===== src/rtl/mem_port_sequencer.sv =====
// Shares one byte-wide memory port between the fetch and data requesters.
// Each 32-bit access runs as four big-endian byte beats within one word.
module mem_port_sequencer #(
  parameter int ADDR_W = 8
) (
  input  logic              clk,
  input  logic              reset,
  input  logic              if_req,
  input  logic [31:0]       if_addr,
  output logic              if_done,
  output logic [31:0]       if_rdata,
  input  logic              d_req,
  input  logic              d_we,
  input  logic [31:0]       d_addr,
  input  logic [31:0]       d_wdata,
  output logic              d_done,
  output logic [31:0]       d_rdata,
  output logic              if_stall,
  output logic              d_stall,
  output logic [ADDR_W-1:0] mem_addr,
  output logic              mem_we,
  output logic [7:0]        mem_wdata,
  input  logic [7:0]        mem_rdata
);

  typedef enum logic [2:0] {IDLE, RD, RD_TAIL, WR, DONE} state_t;
  typedef enum logic {FETCH = 1'b0, DATA = 1'b1} requester_t;

  state_t            state;
  state_t            state_next;
  requester_t        grant_q;
  requester_t        last_grant;
  requester_t        grant_sel;
  logic              take;
  logic [1:0]        beat;
  logic [ADDR_W-3:0] base_q;
  logic [31:0]       wdata_q;
  logic [23:0]       asm_q;
  logic              unused_addr_bits;

  // Sub-word and above-memory address bits play no part in the access.
  assign unused_addr_bits = ^{if_addr[31:ADDR_W], if_addr[1:0],
                              d_addr[31:ADDR_W], d_addr[1:0]};

  always_ff @(posedge clk or posedge reset) begin
    if (reset) state <= IDLE;
    else       state <= state_next;
  end

  // Round-robin on a conflict: the requester not served last wins.
  always_comb begin
    state_next = state;
    grant_sel  = FETCH;
    take       = 1'b0;
    if (if_req && d_req) grant_sel = (last_grant == FETCH) ? DATA : FETCH;
    else if (d_req)      grant_sel = DATA;
    case (state)
      IDLE: begin
        if (if_req || d_req) begin
          take       = 1'b1;
          state_next = (grant_sel == DATA && d_we) ? WR : RD;
        end
      end
      RD:      if (beat == 2'd3) state_next = RD_TAIL;
      RD_TAIL: state_next = DONE;
      WR:      if (beat == 2'd3) state_next = DONE;
      DONE:    state_next = IDLE;
      default: state_next = IDLE;
    endcase
  end

  always_ff @(posedge clk or posedge reset) begin
    if (reset) begin
      grant_q    <= FETCH;
      last_grant <= FETCH;
      beat       <= 2'd0;
      base_q     <= '0;
      wdata_q    <= '0;
      asm_q      <= '0;
      if_rdata   <= '0;
      d_rdata    <= '0;
    end else begin
      case (state)
        IDLE: begin
          if (take) begin
            grant_q    <= grant_sel;
            last_grant <= grant_sel;
            beat       <= 2'd0;
            base_q     <= (grant_sel == DATA) ? d_addr[ADDR_W-1:2] : if_addr[ADDR_W-1:2];
            if (grant_sel == DATA && d_we) wdata_q <= d_wdata;
          end
        end
        RD: begin
          // Registered memory: the byte for the previous beat arrives now.
          if (beat != 2'd0) asm_q <= {asm_q[15:0], mem_rdata};
          if (beat != 2'd3) beat <= beat + 2'd1;
        end
        RD_TAIL: begin
          if (grant_q == FETCH) if_rdata <= {asm_q, mem_rdata};
          else                  d_rdata  <= {asm_q, mem_rdata};
        end
        WR: begin
          if (beat != 2'd3) beat <= beat + 2'd1;
        end
        default: ;
      endcase
    end
  end

  // The beat counter rests at 3 after an access, so the address holds.
  assign mem_addr = {base_q, beat};
  assign mem_we   = (state == WR);

  always_comb begin
    mem_wdata = wdata_q[31:24];
    case (beat)
      2'd0: mem_wdata = wdata_q[31:24];
      2'd1: mem_wdata = wdata_q[23:16];
      2'd2: mem_wdata = wdata_q[15:8];
      2'd3: mem_wdata = wdata_q[7:0];
      default: mem_wdata = wdata_q[31:24];
    endcase
  end

  assign if_done  = (state == DONE) && (grant_q == FETCH);
  assign d_done   = (state == DONE) && (grant_q == DATA);
  assign if_stall = if_req & ~if_done;
  assign d_stall  = d_req & ~d_done;

endmodule


===== config.mk =====
export PLATFORM = sky130hd
export DESIGN_NAME = mem_port_sequencer
export DESIGN_NICKNAME = d
export VERILOG_FILES = /design/src/rtl/mem_port_sequencer.sv
export SDC_FILE = /design/constraint.sdc
export NUM_CORES = 1
export LEC_CHECK = 0
export CAP_MARGIN = 20
export CORE_UTILIZATION = 45
export CTS_CLUSTER_DIAMETER = 100
export DETAILED_ROUTE_END_ITERATION = 7
export GPL_TIMING_DRIVEN = 1
export PLACE_DENSITY = 0.8
export SETUP_SLACK_MARGIN = 0.1
export SLEW_MARGIN = 20
export SYNTH_ARGS = -nofsm -noshare
export SYNTH_HDL_FRONTEND = slang
export SYNTH_SLANG_ARGS = --single-unit

===== constraint.sdc =====
create_clock -name clk -period 5.05 [get_ports clk]
set_input_delay 0.7575 -clock clk [delete_from_list [all_inputs] [get_ports clk]]
set_output_delay 0.7575 -clock clk [all_outputs]
set_load 0.02 [all_outputs]

### After elaboration in Yosys (flattened, before gate mapping)

Index checks and enable logic that the tools add are counted.

* equality and inequality tests: 13
* divide/modulo/power cells: 0
* add/sub/neg operators: 1
* magnitude comparators: 0
* shifts and indexed selects: 0
* reductions and logical operators: 17
* bitwise operators: 5
* multipliers: 0
* multiplexer cells: 15

Operator list (count)
* $pmux 8 s4: 1
* $pmux 3 s4: 1
* $mux 3: 3
* $reduce_and 3->1: 3
* $ne 2x2->1 const B: 4
* $reduce_and 2->1: 4
* $eq 3x2->1 const B: 2
* $mux 2: 3
* $mux 6: 1
* $mux 1: 5
* $eq 2x2->1 const B: 2
* $logic_and 1x1->1: 4
* $ne 2x1->1 const B: 2
* $pmux 2 s2: 1
* $reduce_bool 2->1: 2
* $eq 3x1->1 const B: 1
* $eq 3x3->1 const B: 1
* $logic_not 3->1: 1
* $not 1->1: 3
* $add 2x1->2 const B: 1
* $and 1x1->1: 2
* $eq 2x1->1 const B: 1
* $logic_not 2->1: 1
* $reduce_or 2->1: 1
* $logic_or 1x1->1: 1

* word-level logic and storage cells: 59
* flip-flop bits (word level): 132
* memories kept: 0
* bits in read-only memories: 0
* latch bits: 0
* input bits: 109
* memory bits (writable): 0

### Longest topological paths before layout

* depth in word-level cells: 6
* mapped depth: 6
* depth with buffers taken out: 4

### Least setup slack after synthesis

No wires, ideal clock.

* path kind: register -> output
* start: register state[0]
* end: output port if_stall
* setup slack: 2.663 ns
* data required time: 4.293 ns
* data arrival time: 1.629 ns
* path buffers: 1
* stages on the path, launching flop included: 4
* cell sequence: dfrtp_1 buf_4 nor4b_1 nor2b_1

* word-level cells in the longest chain between the ends: 4

RTL lines
* start: declaration: RTL line 29 `state_t state;`
* start signal: assignment: RTL line 47 `else state <= state_next;`
* $eq 3x3->1: RTL line 125 `assign if_done = (state == DONE) && (grant_q == FETCH);`
* $logic_and 1x1->1: RTL line 125
* named net if_done: RTL line 10 `output logic if_done,`
* $not 1->1: RTL line 127 `assign if_stall = if_req & ~if_done;`
* $and 1x1->1: RTL line 127
* end: declaration: RTL line 18 `output logic if_stall,`

The timed path passes the listed nets, and every way through them passes these cells.

### Worst setup path in the final report

* start: register beat[0]
* end: output port mem_wdata[1]

* word-level cells in the longest chain between the ends: 2
* elaborated cells on any way between the ends: 5
* classes of those cells: 3 x eq/ne; 1 x mux; 1 x reduce/logical

RTL lines
* start: declaration: RTL line 35 `logic [1:0] beat;`
* start signal: assignment: RTL line 96 `if (beat != 2'd3) beat <= beat + 2'd1;`
* start signal: assignment: RTL line 103 `if (beat != 2'd3) beat <= beat + 2'd1;`
* $eq 2x2->1, or another cell as far along: RTL line 116 `case (beat)`
* $pmux 8 s4 *: RTL line 116
* end: declaration: RTL line 22 `output logic [7:0] mem_wdata,`

Mark *: on every way between the ends. The rest lies on a longest branch, timed or not.

==> impl_metrics.ini <==
[outcome]
status = finished with violations
violations = DRC

[global_route]
grt_pass1_vias = 3630
gr-usage-all-layers_pct = 19.8
grt_remaining_overflow = 0
grt_first_pass_wirelength_mm = 18.8
initial_antenna_violation_count = 0
grt_start_max_net_pins = 103

[logic_synthesis]
netlist_area_before_placement_um2 = 5380
synth_top_cells_by_count = sky130_fd_sc_hd__dfrtp_1, sky130_fd_sc_hd__mux2_2, sky130_fd_sc_hd__inv_1
post-synth-top-count-cell = sky130_fd_sc_hd__dfrtp_1
syn-mean-instance-area_um2 = 15.6
synth_seq_cells = 132
syn-instance-count = 345
ranking_of_synthesized_cells_by_area = sky130_fd_sc_hd__dfrtp_1, sky130_fd_sc_hd__mux2_2, sky130_fd_sc_hd__mux2_1, sky130_fd_sc_hd__a222oi_1, sky130_fd_sc_hd__mux2i_1
synth.top_cell.area_share_pct = 61.4
synth_edf_count = 0
synth_fp_nets = 458
synth_seq_area_share_pct = 61.4
synth.yosys.warnings = 0
postSynth.topFlopCell = sky130_fd_sc_hd__dfrtp_1
yosysUniqueCellTypes = 33
netlist.top_cell.by_area = sky130_fd_sc_hd__dfrtp_1
ys_async_sr_fraction_pct = 100

[cells_and_area]
multiInputGateArea_um2 = 1910
sequential_cell_area_um2 = 3300
n_fill_cell = 873
area_growth_syn_to_fin_pct = 37.1
drive_gt1_share_pct = 30.5
final_net_count = 603
insertedDiodeCount = 0

[clocking]
postCtsSetupRepairBufs = 0
cts_resized = 0
ctsHoldBuffers = 0
insertion_delay_ps = 410
ctsLongestPathBuffers = 2
cts_htree_levels = 4
clock_tree_from_tritoncts = built
cts_num_sinks = 132
master_cell_of_the_clock_root_buffer = sky130_fd_sc_hd__clkbuf_16
cts.clk_slew.worst_paths_ps = 60
cts-buffers-inserted = 17

[sta]
rsz0062_at_grt = no
max_frequency_mhz = 311
final.period_utilization_pct = 63.7
timing.final.max_slew_violations = 0
finClkSkew_ps = 7.38
setup_viol = 0
fin_worst_hold_slack_ps = 490
setup-tns-final_ps = 0
hold_viol = 0
max_slew.worst_pin.slew_ps = 889
timing.max_slew.rel_slack_pct = 40.8
final_period_minus_worst_setup_slack_ps = 3220

[die]
die-area_um2 = 12400
fp-row-count = 39
die_w_um = 111
floorplan.io_pins = 194
chipHeight_um = 111
core-area_um2 = 11500
starting_density_of_the_core_pct = 46.7

[setup_path]
regToRegSetupSlack_ps = 2420
capturing_element_of_the_worst_setup_path = mem_wdata[1]
r2r.worst_path.cells = 3
rr_endpoint = wdata_q[17]
critical_path.startpoint_type = flip-flop
worst_setup_path_startpoint = beat[0]
timing.rr.start = state[0]
worst-setup-path-type = reg2out
worstPathMaxFanout = 9
critical_path_required_ps = 4290
worstPathArrival_ps = 2460
timing.critical_path.to_type = output port

[detailed_routing]
route.detailed.wl_per_inst_um = 17.6
vias_per_inst = 5.25
drtIter0Drc = 125
antenna_violating_nets_post_route = 0
route.detailed.drc = 20
via_count = 3369
drtPass1Iterations = 7
finalWirelength_mm = 11.3

[placement]
place.port_buffers = 141
gp_congestion = 0.742
detailed_place_hpwl_mm = 7.72

[power]
power.share.sequential_pct = 36.8
p_switching_w = 0.00182
ir_worst_vdd_v = 0.000385
power.density_cell_area_nw_per_um2 = 720
cellInternalPower_w = 0.00349
clockPowerShare_pct = 19.4
power.static_leakage_nw = 3.12
switching_share_pct = 34.3
combPwrFrac_pct = 43.7

[flow_run]
timing.max_cap.violations = 0

[min_path]
timing.hold.worst.class = reg2reg
## through the flow
stage	total power, W	setup slack [ps]	util (%)	cells	area [um2]
after floorplan	0.00332	766	-	345	5380
after detailed placement	0.00432	1930	59.8	614	6880
after CTS	0.00538	1810	64.0	642	7370
after global placement	0.00423	1970	59.8	614	6880
final	0.00531	1830	64.0	642	7370
after global routing	0.00560	1700	64.0	642	7370
## worst min-delay path by stage
stage / start / endpoint / depth (start not counted)
finish: wdata_q[16] / wdata_q[16] / 1
global route: wdata_q[21] / wdata_q[21] / 1
CTS: wdata_q[2] / wdata_q[2] / 1
detailed placement: wdata_q[2] / wdata_q[2] / 1
global placement: if_rdata[19] / if_rdata[19] / 1
floorplan: wdata_q[0] / wdata_q[0] / 1
## registers in the layout, summed over array words and instances, names as in the netlist
signal / flops
last_grant: 1
if_rdata: 32
wdata_q: 32
d_rdata: 32
asm_q: 24
state: 3
beat: 2
base_q: 6
## kinds of logic (layout without fill, tap and decap cells)
kind of cell | Yosys count | after routing | share of synthesized area, %
adder cells (fa/ha/maj) | 4 | 4 | 0.931
flip-flops | 132 | 132 | 61.4
AND/OR/NAND/NOR | 27 | 27 | 4.03
AO/OA/AOI/OAI | 22 | 22 | 3.77
multiplexers | 128 | 128 | 26.6
buffers and inverters | 32 | 186 | 3.23
## layer usage
layer	part of all wire (%)	vias up	GRT usage [%]	routed length, um
li1	-	1537	-	-
met1	40	1693	22.6	4530
met2	51	123	34.0	5710
met3	8.2	16	7.60	923
met4	1.2	0	7.12	141
met5	0	-	0	0
## cell usage in the layout, fill, tap and decap left out, types with 4 or more instances in the layout
| master | netlist | final |
|---|---|---|
| sky130_fd_sc_hd__clkdlybuf4s50_1 | 0 | 141 |
| sky130_fd_sc_hd__dfrtp_1 | 132 | 132 |
| sky130_fd_sc_hd__mux2_2 | 109 | 109 |
| sky130_fd_sc_hd__clkbuf_16 | 0 | 17 |
| sky130_fd_sc_hd__inv_1 | 13 | 12 |
| sky130_fd_sc_hd__mux2_1 | 11 | 11 |
| sky130_fd_sc_hd__a222oi_1 | 8 | 8 |
| sky130_fd_sc_hd__mux2i_1 | 8 | 8 |
| sky130_fd_sc_hd__nand3b_1 | 6 | 6 |
| sky130_fd_sc_hd__o221a_2 | 6 | 6 |
| sky130_fd_sc_hd__nand2b_1 | 4 | 4 |
| sky130_fd_sc_hd__ha_1 | 4 | 4 |
| sky130_fd_sc_hd__clkinv_2 | 0 | 4 |
| sky130_fd_sc_hd__clkbuf_1 | 3 | 4 |
| sky130_fd_sc_hd__buf_4 | 6 | 4 |
## worst max-delay path, stage by stage (launching register included)
cell and delay [ps]:
sky130_fd_sc_hd__dfrtp_1 420, sky130_fd_sc_hd__inv_1 120, sky130_fd_sc_hd__ha_1 570, sky130_fd_sc_hd__mux2i_1 270, sky130_fd_sc_hd__clkdlybuf4s50_1 660
## power by group through the flow
stage / clock, W / combinational (W) / sequential (W)
6_report: 0.00103 / 0.00232 / 0.00196
5_1_grt: 0.00110 / 0.00248 / 0.00203
4_1_cts: 0.00106 / 0.00236 / 0.00196
3_5_place_dp: 0 / 0.00235 / 0.00198
3_3_place_gp: 0 / 0.00229 / 0.00194
2_1_floorplan: 0 / 0.00111 / 0.00221
## final cells by class
type	count	share of cell area [%]
clock inverters	6	0.475
inverters	13	0.730
flip-flops and latches	132	44.8
well taps	143	2.43
clock buffers	22	6.16
multi-input cells	181	25.9
repair buffers	145	19.5
Note: power is estimated with default switching activity, not from simulation.
